File: config.mk
export PLATFORM = sky130hd
export DESIGN_NAME = ex_stage_flat
export DESIGN_NICKNAME = d
export VERILOG_FILES = /design/src/rtl/ex_stage_if.sv /design/src/rtl/ex_stage.sv /design/src/flat_wrapper.sv
export SDC_FILE = /design/constraint.sdc
export NUM_CORES = 2
export LEC_CHECK = 0
export BUFFER_PORTS_ARGS = -buffer_cell sky130_fd_sc_hd__buf_4
export CORE_MARGIN = 1.5
export CORE_UTILIZATION = 60
export DETAILED_ROUTE_END_ITERATION = 7
export GPL_TIMING_DRIVEN = 0
export PLACE_DENSITY = 0.82
export SLEW_MARGIN = 10
export SYNTH_ARGS = -nofsm -noshare
export SYNTH_HDL_FRONTEND = slang
export SYNTH_SLANG_ARGS = --single-unit
File: constraint.sdc
create_clock -name vclk -period 23.2
set_clock_uncertainty 0.2 [all_clocks]
set_input_delay 4.64 -clock vclk [all_inputs]
set_output_delay 4.64 -clock vclk [all_outputs]
set_load 0.02 [all_outputs]
File: src/rtl/ex_stage_if.sv
// ex_stage_if: ID->EX operand bundle and EX->MEM writeback bundle.
// slave is the execute stage; master is whoever feeds it and consumes results.
interface ex_stage_if;
  logic [7:0]  aluop_i;
  logic [2:0]  alusel_i;
  logic [31:0] reg1_i;
  logic [31:0] reg2_i;
  logic [4:0]  wd_i;
  logic        wreg_i;
  logic [4:0]  wd_o;
  logic        wreg_o;
  logic [31:0] wdata_o;
  logic [31:0] hi_o;
  logic [31:0] lo_o;
  logic        whilo_o;

  modport master (
    output aluop_i, alusel_i, reg1_i, reg2_i, wd_i, wreg_i,
    input  wd_o, wreg_o, wdata_o, hi_o, lo_o, whilo_o
  );

  modport slave (
    input  aluop_i, alusel_i, reg1_i, reg2_i, wd_i, wreg_i,
    output wd_o, wreg_o, wdata_o, hi_o, lo_o, whilo_o
  );
endinterface

File: src/rtl/ex_stage.sv
// ex_stage: execute stage -- logic, shift, add/sub/compare, 32x32 multiply.
// Define EX_DIV_EN to build the 32-step restoring divider FSM (DIV/DIVU).
module ex_stage (
  input  logic       clk,
  input  logic       rst,
  input  logic [5:0] stall,
  ex_stage_if.slave  bus,
  output logic       stallreq_o
);
  localparam logic [7:0] OP_AND   = 8'b00100100;
  localparam logic [7:0] OP_OR    = 8'b00100101;
  localparam logic [7:0] OP_XOR   = 8'b00100110;
  localparam logic [7:0] OP_NOR   = 8'b00100111;
  localparam logic [7:0] OP_SLL   = 8'b01111100;
  localparam logic [7:0] OP_SRL   = 8'b00000010;
  localparam logic [7:0] OP_SRA   = 8'b00000011;
  localparam logic [7:0] OP_ADD   = 8'b00100000;
  localparam logic [7:0] OP_ADDU  = 8'b00100001;
  localparam logic [7:0] OP_SUB   = 8'b00100010;
  localparam logic [7:0] OP_SUBU  = 8'b00100011;
  localparam logic [7:0] OP_SLT   = 8'b00101010;
  localparam logic [7:0] OP_SLTU  = 8'b00101011;
  localparam logic [7:0] OP_MULT  = 8'b00011000;
  localparam logic [7:0] OP_MULTU = 8'b00011001;
  localparam logic [7:0] OP_DIV   = 8'b00011010;
  localparam logic [7:0] OP_DIVU  = 8'b00011011;

  localparam logic [2:0] SEL_LOGIC = 3'b001;
  localparam logic [2:0] SEL_SHIFT = 3'b010;
  localparam logic [2:0] SEL_ARITH = 3'b100;

  logic [31:0] r1;
  logic [31:0] r2;
  logic        is_sdiv;
  logic        is_div;
  logic        is_mul;

  assign r1      = bus.reg1_i;
  assign r2      = bus.reg2_i;
  assign is_sdiv = bus.aluop_i == OP_DIV;
  assign is_div  = is_sdiv || bus.aluop_i == OP_DIVU;
  assign is_mul  = bus.aluop_i == OP_MULT
                || bus.aluop_i == OP_MULTU;

  logic [31:0] logic_res;
  logic [31:0] shift_res;
  logic [31:0] arith_res;
  logic [31:0] addend;
  logic [31:0] sum;
  logic        is_sub;
  logic        ovf_kill;
  logic [63:0] mul_a;
  logic [63:0] mul_b;
  logic [63:0] prod;

  always_comb begin
    logic_res = '0;
    shift_res = '0;
    case (bus.aluop_i)
      OP_AND: logic_res = r1 & r2;
      OP_OR:  logic_res = r1 | r2;
      OP_XOR: logic_res = r1 ^ r2;
      OP_NOR: logic_res = ~(r1 | r2);
      OP_SLL: shift_res = r2 << r1[4:0];
      OP_SRL: shift_res = r2 >> r1[4:0];
      OP_SRA: shift_res = $signed(r2) >>> r1[4:0];
      default: ;
    endcase
  end

  // Subtract as r1 + ~r2 + 1 so one adder serves both directions.
  always_comb begin
    is_sub = bus.aluop_i == OP_SUB
          || bus.aluop_i == OP_SUBU;
    addend = is_sub ? ~r2 : r2;
    sum    = r1 + addend + {31'd0, is_sub};
    ovf_kill = (bus.aluop_i == OP_ADD
             || bus.aluop_i == OP_SUB)
             && (r1[31] == addend[31])
             && (sum[31] != r1[31]);
    arith_res = '0;
    case (bus.aluop_i)
      OP_ADD, OP_ADDU,
      OP_SUB, OP_SUBU: arith_res = sum;
      OP_SLT:  arith_res = {31'd0,
                 $signed(r1) < $signed(r2)};
      OP_SLTU: arith_res = {31'd0, r1 < r2};
      default: ;
    endcase
  end

  always_comb begin
    if (bus.aluop_i == OP_MULT) begin
      mul_a = {{32{r1[31]}}, r1};
      mul_b = {{32{r2[31]}}, r2};
    end else begin
      mul_a = {32'd0, r1};
      mul_b = {32'd0, r2};
    end
    prod = mul_a * mul_b;
  end

  logic        div_stall;
  logic        div_out;
  logic [31:0] div_hi;
  logic [31:0] div_lo;

`ifdef EX_DIV_EN
  typedef enum logic [1:0] {
    S_IDLE = 2'd0,
    S_BUSY = 2'd1,
    S_DONE = 2'd2
  } div_state_e;

  div_state_e  state_q, state_d;
  logic [5:0]  cnt_q, cnt_d;
  logic [31:0] dvd_q, dvd_d;
  logic [31:0] dvs_q, dvs_d;
  logic [31:0] quo_q, quo_d;
  logic [31:0] rem_q, rem_d;
  logic        qneg_q, qneg_d;
  logic        rneg_q, rneg_d;

  logic        a_neg;
  logic        b_neg;
  logic [31:0] a_mag;
  logic [31:0] b_mag;
  logic [32:0] rem_sh;
  logic [33:0] trial;

  assign a_neg = is_sdiv & r1[31];
  assign b_neg = is_sdiv & r2[31];
  assign a_mag = a_neg ? ~r1 + 32'd1 : r1;
  assign b_mag = b_neg ? ~r2 + 32'd1 : r2;
  assign rem_sh = {rem_q, dvd_q[31]};
  assign trial  = {1'b0, rem_sh} - {2'b00, dvs_q};

  always_comb begin
    state_d   = state_q;
    cnt_d     = cnt_q;
    dvd_d     = dvd_q;
    dvs_d     = dvs_q;
    quo_d     = quo_q;
    rem_d     = rem_q;
    qneg_d    = qneg_q;
    rneg_d    = rneg_q;
    div_stall = 1'b0;
    div_out   = 1'b0;
    case (state_q)
      S_IDLE: begin
        if (is_div) begin
          div_stall = 1'b1;
          if (r2 == 32'd0) begin
            state_d = S_DONE;
            quo_d   = '1;
            rem_d   = r1;
            qneg_d  = 1'b0;
            rneg_d  = 1'b0;
          end else begin
            state_d = S_BUSY;
            cnt_d   = '0;
            dvd_d   = a_mag;
            dvs_d   = b_mag;
            quo_d   = '0;
            rem_d   = '0;
            qneg_d  = a_neg ^ b_neg;
            rneg_d  = a_neg;
          end
        end
      end
      S_BUSY: begin
        if (!is_div) begin
          state_d = S_IDLE;
        end else begin
          div_stall = 1'b1;
          dvd_d = dvd_q << 1;
          quo_d = {quo_q[30:0], ~trial[33]};
          rem_d = trial[33] ? rem_sh[31:0]
                            : trial[31:0];
          cnt_d = cnt_q + 6'd1;
          if (cnt_q == 6'd31) state_d = S_DONE;
        end
      end
      S_DONE: begin
        div_out = 1'b1;
        if (!stall[3]) state_d = S_IDLE;
      end
      default: state_d = S_IDLE;
    endcase
  end

  assign div_lo = qneg_q ? ~quo_q + 32'd1 : quo_q;
  assign div_hi = rneg_q ? ~rem_q + 32'd1 : rem_q;

  always_ff @(posedge clk) begin
    if (rst) begin
      state_q <= S_IDLE;
      cnt_q   <= '0;
      dvd_q   <= '0;
      dvs_q   <= '0;
      quo_q   <= '0;
      rem_q   <= '0;
      qneg_q  <= 1'b0;
      rneg_q  <= 1'b0;
    end else begin
      state_q <= state_d;
      cnt_q   <= cnt_d;
      dvd_q   <= dvd_d;
      dvs_q   <= dvs_d;
      quo_q   <= quo_d;
      rem_q   <= rem_d;
      qneg_q  <= qneg_d;
      rneg_q  <= rneg_d;
    end
  end

  logic div_unused;
  assign div_unused = ^{stall[5:4], stall[2:0], trial[32]};
`else
  assign div_stall = 1'b0;
  assign div_out   = 1'b0;
  assign div_hi    = '0;
  assign div_lo    = '0;

  logic div_unused;
  assign div_unused = ^{clk, stall, is_sdiv, is_div};
`endif

  always_comb begin
    bus.wd_o    = '0;
    bus.wreg_o  = 1'b0;
    bus.wdata_o = '0;
    bus.hi_o    = '0;
    bus.lo_o    = '0;
    bus.whilo_o = 1'b0;
    stallreq_o  = 1'b0;
    if (!rst) begin
      bus.wd_o   = bus.wd_i;
      bus.wreg_o = bus.wreg_i & ~ovf_kill;
      case (bus.alusel_i)
        SEL_LOGIC: bus.wdata_o = logic_res;
        SEL_SHIFT: bus.wdata_o = shift_res;
        SEL_ARITH: bus.wdata_o = arith_res;
        default: ;
      endcase
      if (div_out) begin
        bus.hi_o    = div_hi;
        bus.lo_o    = div_lo;
        bus.whilo_o = 1'b1;
      end else if (is_mul) begin
        bus.hi_o    = prod[63:32];
        bus.lo_o    = prod[31:0];
        bus.whilo_o = 1'b1;
      end
      stallreq_o = div_stall;
    end
  end
endmodule
File: src/flat_wrapper.sv
// flat-port wrapper written by rule: the top's interface ports become plain ports
module ex_stage_flat 
  (clk, rst, stall, stallreq_o, bus_aluop_i, bus_alusel_i, bus_reg1_i, bus_reg2_i, bus_wd_i, bus_wreg_i, bus_wd_o, bus_wreg_o, bus_wdata_o, bus_hi_o, bus_lo_o, bus_whilo_o);
  ex_stage_if bus_i ();
  input  logic clk;
  input  logic rst;
  input  logic [5:0] stall;
  output logic stallreq_o;
  input wire logic [$bits(bus_i.aluop_i)-1:0] bus_aluop_i;
  input wire logic [$bits(bus_i.alusel_i)-1:0] bus_alusel_i;
  input wire logic [$bits(bus_i.reg1_i)-1:0] bus_reg1_i;
  input wire logic [$bits(bus_i.reg2_i)-1:0] bus_reg2_i;
  input wire logic [$bits(bus_i.wd_i)-1:0] bus_wd_i;
  input wire logic [$bits(bus_i.wreg_i)-1:0] bus_wreg_i;
  output wire logic [$bits(bus_i.wd_o)-1:0] bus_wd_o;
  output wire logic [$bits(bus_i.wreg_o)-1:0] bus_wreg_o;
  output wire logic [$bits(bus_i.wdata_o)-1:0] bus_wdata_o;
  output wire logic [$bits(bus_i.hi_o)-1:0] bus_hi_o;
  output wire logic [$bits(bus_i.lo_o)-1:0] bus_lo_o;
  output wire logic [$bits(bus_i.whilo_o)-1:0] bus_whilo_o;
  assign bus_i.aluop_i = bus_aluop_i;
  assign bus_i.alusel_i = bus_alusel_i;
  assign bus_i.reg1_i = bus_reg1_i;
  assign bus_i.reg2_i = bus_reg2_i;
  assign bus_i.wd_i = bus_wd_i;
  assign bus_i.wreg_i = bus_wreg_i;
  assign bus_wd_o = bus_i.wd_o;
  assign bus_wreg_o = bus_i.wreg_o;
  assign bus_wdata_o = bus_i.wdata_o;
  assign bus_hi_o = bus_i.hi_o;
  assign bus_lo_o = bus_i.lo_o;
  assign bus_whilo_o = bus_i.whilo_o;
  ex_stage u_core (.clk(clk), .rst(rst), .stall(stall), .bus(bus_i), .stallreq_o(stallreq_o));
endmodule
Word level (Yosys, flattened, before mapping)
Cells that the tools add are included.
{ "op_classes": {"reduce_logical": 6, "bitwise": 7, "eq_ne": 20, "shift": 3, "addsub": 2, "magnitude_cmp": 2, "mux": 16, "mul": 1} }
{ "ops": {"columns": ["op", "n"], "rows": [
  ["$pmux 32 s3", 3],
  ["$mux 32", 6],
  ["$mux 64", 2],
  ["$pmux 32 s4", 1],
  ["$eq 8x6->1 const B", 10],
  ["$lt 32x32->1", 2],
  ["$mul 64x64->64", 1],
  ["$not 32->32", 2],
  ["$add 32x1->32", 1],
  ["$add 32x32->32", 1],
  ["$and 32x32->32", 1],
  ["$or 32x32->32", 1],
  ["$shl 32x5->32", 1],
  ["$shr 32x5->32", 1],
  ["$sshr 32x5->32", 1],
  ["$xor 32x32->32", 1],
  ["$eq 8x2->1 const B", 2],
  ["$eq 8x5->1 const B", 2],
  ["$eq 8x7->1 const B", 1],
  ["$mux 5", 1],
  ["$reduce_or 4->1", 1],
  ["$eq 3x1->1 const B", 1],
  ["$eq 3x2->1 const B", 1],
  ["$eq 3x3->1 const B", 1],
  ["7 further kinds", 12]
]} }
{ "totals": {"reg_bits": 0} }

Depth between registers and ports, before layout
{ "logic_depth": {"ltp_word": 10, "ltp_mapped": 39, "depth_no_buf": 37} }

Worst setup path before layout
Ideal clock, no wire load.
{ "synth_timing": {"kind": "input to output", "start": "in bus_aluop_i[7]", "end": "out bus_hi_o[29]", "setup_slack_ns": 3.973, "cell_stages": 35, "required_time_ns": 18.360, "t_arrival_ns": 14.387, "path_cell_list": "or3_4 > or2_1 > or3_1 > clkbuf_1 > nor2_2 > clkbuf_1 > nand2_1 > fa_1 > inv_1 > fa_1 > fa_1 > inv_1 > fa_1 > inv_1 > fa_1 > fa_1 > fa_1 > fa_1 > fa_1 > inv_1 > fa_1 > inv_1 > ha_1 > clkbuf_1 > a21o_1 > a21o_1 > a21oi_1 > o21ai_1 > a221o_1 > a22o_1 > a31oi_1 > nand2b_1 > a21oi_1 > xor2_1 > nor2_1"} }
{ "synth_via": {"elab_chain_cells": 5, "elab_cells_between_ends": 8} }
{ "synth_rtl": {"columns": ["element", "line", "text"], "rows": [
  ["start, declared", "flat_wrapper.sv:9", "input wire logic [$bits(bus_i.aluop_i)-1:0] bus_aluop_i;"],
  ["$eq 8x5->1", "ex_stage.sv:42, ex_stage.sv:93", null],
  ["$mux 64", "ex_stage.sv:93", "if (bus.aluop_i == OP_MULT) begin"],
  ["$mul 64x64->64", "ex_stage.sv:100", "prod = mul_a * mul_b;"],
  ["$mux 32 (*)", "ex_stage.sv:250", "end else if (is_mul) begin"],
  ["$mux 32 (*)", "ex_stage.sv:237", "if (!rst) begin"],
  ["end, declared", "flat_wrapper.sv:18", "output wire logic [$bits(bus_i.hi_o)-1:0] bus_hi_o;"]
]} }
Every way passes the cells marked *; elsewhere a longest branch is shown, timed or not.

Worst setup path in the final report
{ "layout_timing": {"start": "in bus_reg1_i[31]", "end": "out bus_hi_o[31]"} }
{ "layout_via": {"elab_chain_cells": 4} }
{ "layout_rtl": {"columns": ["element", "line", "text"], "rows": [
  ["start, declared", "flat_wrapper.sv:11", "input wire logic [$bits(bus_i.reg1_i)-1:0] bus_reg1_i;"],
  ["$mux 64", "ex_stage.sv:93", null],
  ["$mul 64x64->64", "ex_stage.sv:100", null],
  ["$mux 32", "ex_stage.sv:250", null],
  ["$mux 32", "ex_stage.sv:237", null]
]} }
No other way between the ends.

==> results.toml <==
[synthesis]
synth.area.top_cells = "fa_1, inv_1, ha_1"
synth_top_area_share_pct = 51.6
syn_inst = 6446
yosys.area.top_type = "fa_1"
synth_area_um2 = 55000
avgSynthCellArea_um2 = 8.54
synth_warnings = 0
synth.net_count = 8389
synthDistinctLibCells = 91
seq_area_frac_synth_pct = 0

[placed_design]
dp_hpwl_um = 212000
placed_cell_area_um2 = 57900
dp_cells = 7809
io_buffers = 185
pre_cts_ws_ns = -0.115
gp_congestion = 1.14

[floorplan]
dieArea_um2 = 93600
fp.coreArea_um2 = 90400
die_y_um = 306
die_width_um = 306
rows = 110
initial_core_util_pct = 60.9
pin_count = 193

[timing]
rsz0062_at_grt = "no"
setup_viol = 0
final.period_utilization_pct = 99.9
min_period_ns = 23.17
worst_pin_slew_ns = 1.55
relSlewSlack_pct = -3.39
worst_slack_ns = 0.0281
hold_violations = 0
holdWs_ns = 9.41
slew_violations = 11
fmax_mhz = 43.2

[setup_path]
worstPathMaxFanout = 10
cp-endpoint = "bus_hi_o[31]"
cp-end-kind = "output pin"
slowest_stage = "clkbuf_1"
worst_ep_arrival_time_ns = 18.33
criticalPathCategory = "input pin to output pin"
cp.depth = 32
cp-start-kind = "input pin"
cp.required_ns = 18.36
max_stage_delay_ns = 0.95
cp_top_family = "adder cells"
timing.critical_path.mode_cell = "fa_1"
worstSetupStartpoint = "bus_reg1_i[31]"
cp_num_buf_inv = 10

[cells_and_area]
ff_latch_area_um2 = 0
n_fill_cell = 7339
postLayoutCellArea_um2 = 58000
clock_buffers = 0
syn2layout_area_growth_pct = 5.44
drive_gt1_share_pct = 4.27
instances_no_fill = 7829
nets = 8580
design.seq.count = 0

[flow_run]
max_cap_viol_count = 2

[run_status]
violations = "DRC, capacitance limit, slew limit"
status = "finished, violations left"

[global_routing]
grt_pass1_wl_um = 363000
track_usage_pct = 55.1
grt_pass1_vias = 53523
gr-total-overflow = 0
grt_max_degree = 21
antenna_found_initial = 20

[min_path]
hold_class = "input pin to output pin"

[detailed_routing]
via_per_inst = 6.42
firstDrtPassIters = 8
drt_iter0_drc = 7038
avgRoutedWirePerCell_um = 32.3
drt-total-wl_um = 253000
ant_nets = 0
drcViolationCount = 6
via_count = 50259

[clock_network]
cts_setup_buffers = 0
-- layer usage --
layer / track usage (%) / vias up / wire length, um / part of all wire (%)
met5: 1.09 / - / 326 / 0.13
met4: 47.3 / 32 / 29400 / 12
met3: 24.7 / 1643 / 39000 / 15
met2: 77.9 / 4451 / 103000 / 41
met1: 63.7 / 24730 / 81800 / 32
li1: - / 19403 / - / -
-- synthesized netlist by cell type (all sizes together), types with 20 or more instances --
cell type,count
a21o,60
a21oi,176
a31oi,27
and3,20
buf,77
clkbuf,259
fa,1420
ha,434
inv,1652
mux2i,105
nand2,846
nand2b,28
nand3,31
nor2,585
nor3,39
o211ai,37
o21ai,194
o21bai,20
xnor2,132
xor2,37
-- kinds of logic after synthesis --
kind of cell	Yosys count	synth area share, %
adders and majority gates	1856	61.5
muxes	122	2.42
and+or+nand+nor	1639	12.1
buffers and inverters	2005	13.7
AOI/OAI and AO/OA	654	7.57
xor gates and xnor gates	169	2.69
other	1	0.00681
-- cell usage in the layout (no fill, tap or decap), types with 15 or more instances in the layout --
master    synthesis  layout
nor3_1           38      37
buf_4             1     187
and2_1           16      16
buf_1            67      67
a211oi_1         17      17
or3_1            17      17
ha_1            434     434
a221oi_1         16      16
mux2i_1         105     105
o21bai_1         20      20
nand2_1         846     845
nor2_1          583     581
clkbuf_1        259     243
nand2b_1         28      28
a31oi_1          26      26
inv_1          1645    1645
o21ai_0         186     185
fa_1           1420    1420
clkinv_1         17      16
nor2b_1          16      16
and3_1           20      20
nand3_1          31      31
a21oi_1         175     175
xnor2_1         132     132
diode_2           0      18
o211ai_1         36      36
o21a_1           15      15
xor2_1           37      37
clkbuf_2          0      16
a21o_1           60      60
-- how the worst min path moves through the flow --
stage	start	to	slack, ns	cells after the start
finish	bus_wd_i[2]	bus_wd_o[2]	9.41	3
global route	bus_wd_i[2]	bus_wd_o[2]	9.42	3
CTS	bus_wd_i[2]	bus_wd_o[2]	9.41	3
detailed placement	bus_wd_i[2]	bus_wd_o[2]	9.41	3
global placement	bus_wd_i[0]	bus_wd_o[0]	9.40	3
floorplan	rst	bus_wd_o[0]	9.16	1
-- tightest hold or removal path: stages --
cell,delay (ns)
buf_4,0.07
nor2b_1,0.11
buf_4,0.14
-- layout make-up --
class	count	area [um2]	share of cell area [%]
diodes	18	45.0	0.0776
repair buffers	189	1440	2.48
multi-input cells	4441	47500	81.9
plain buffers	336	1300	2.23
inverters	1669	6260	10.8
well taps	1176	1470	2.54
-- per-stage QoR --
stage | setup TNS (ns) | util (%)
final | 0 | 64.2
after global routing | 0 | 64.1
after CTS | 0 | 64.1
after detailed placement | -0.115 | 64.1
after global placement | 0 | 64.0
after floorplan | 0 | -
-- timing repair --
action	4_1_cts	5_1_grt
hold buffers	0	0
resized for setup	1	5
pin swaps	0	0
endpoints found under the setup margin	1	1
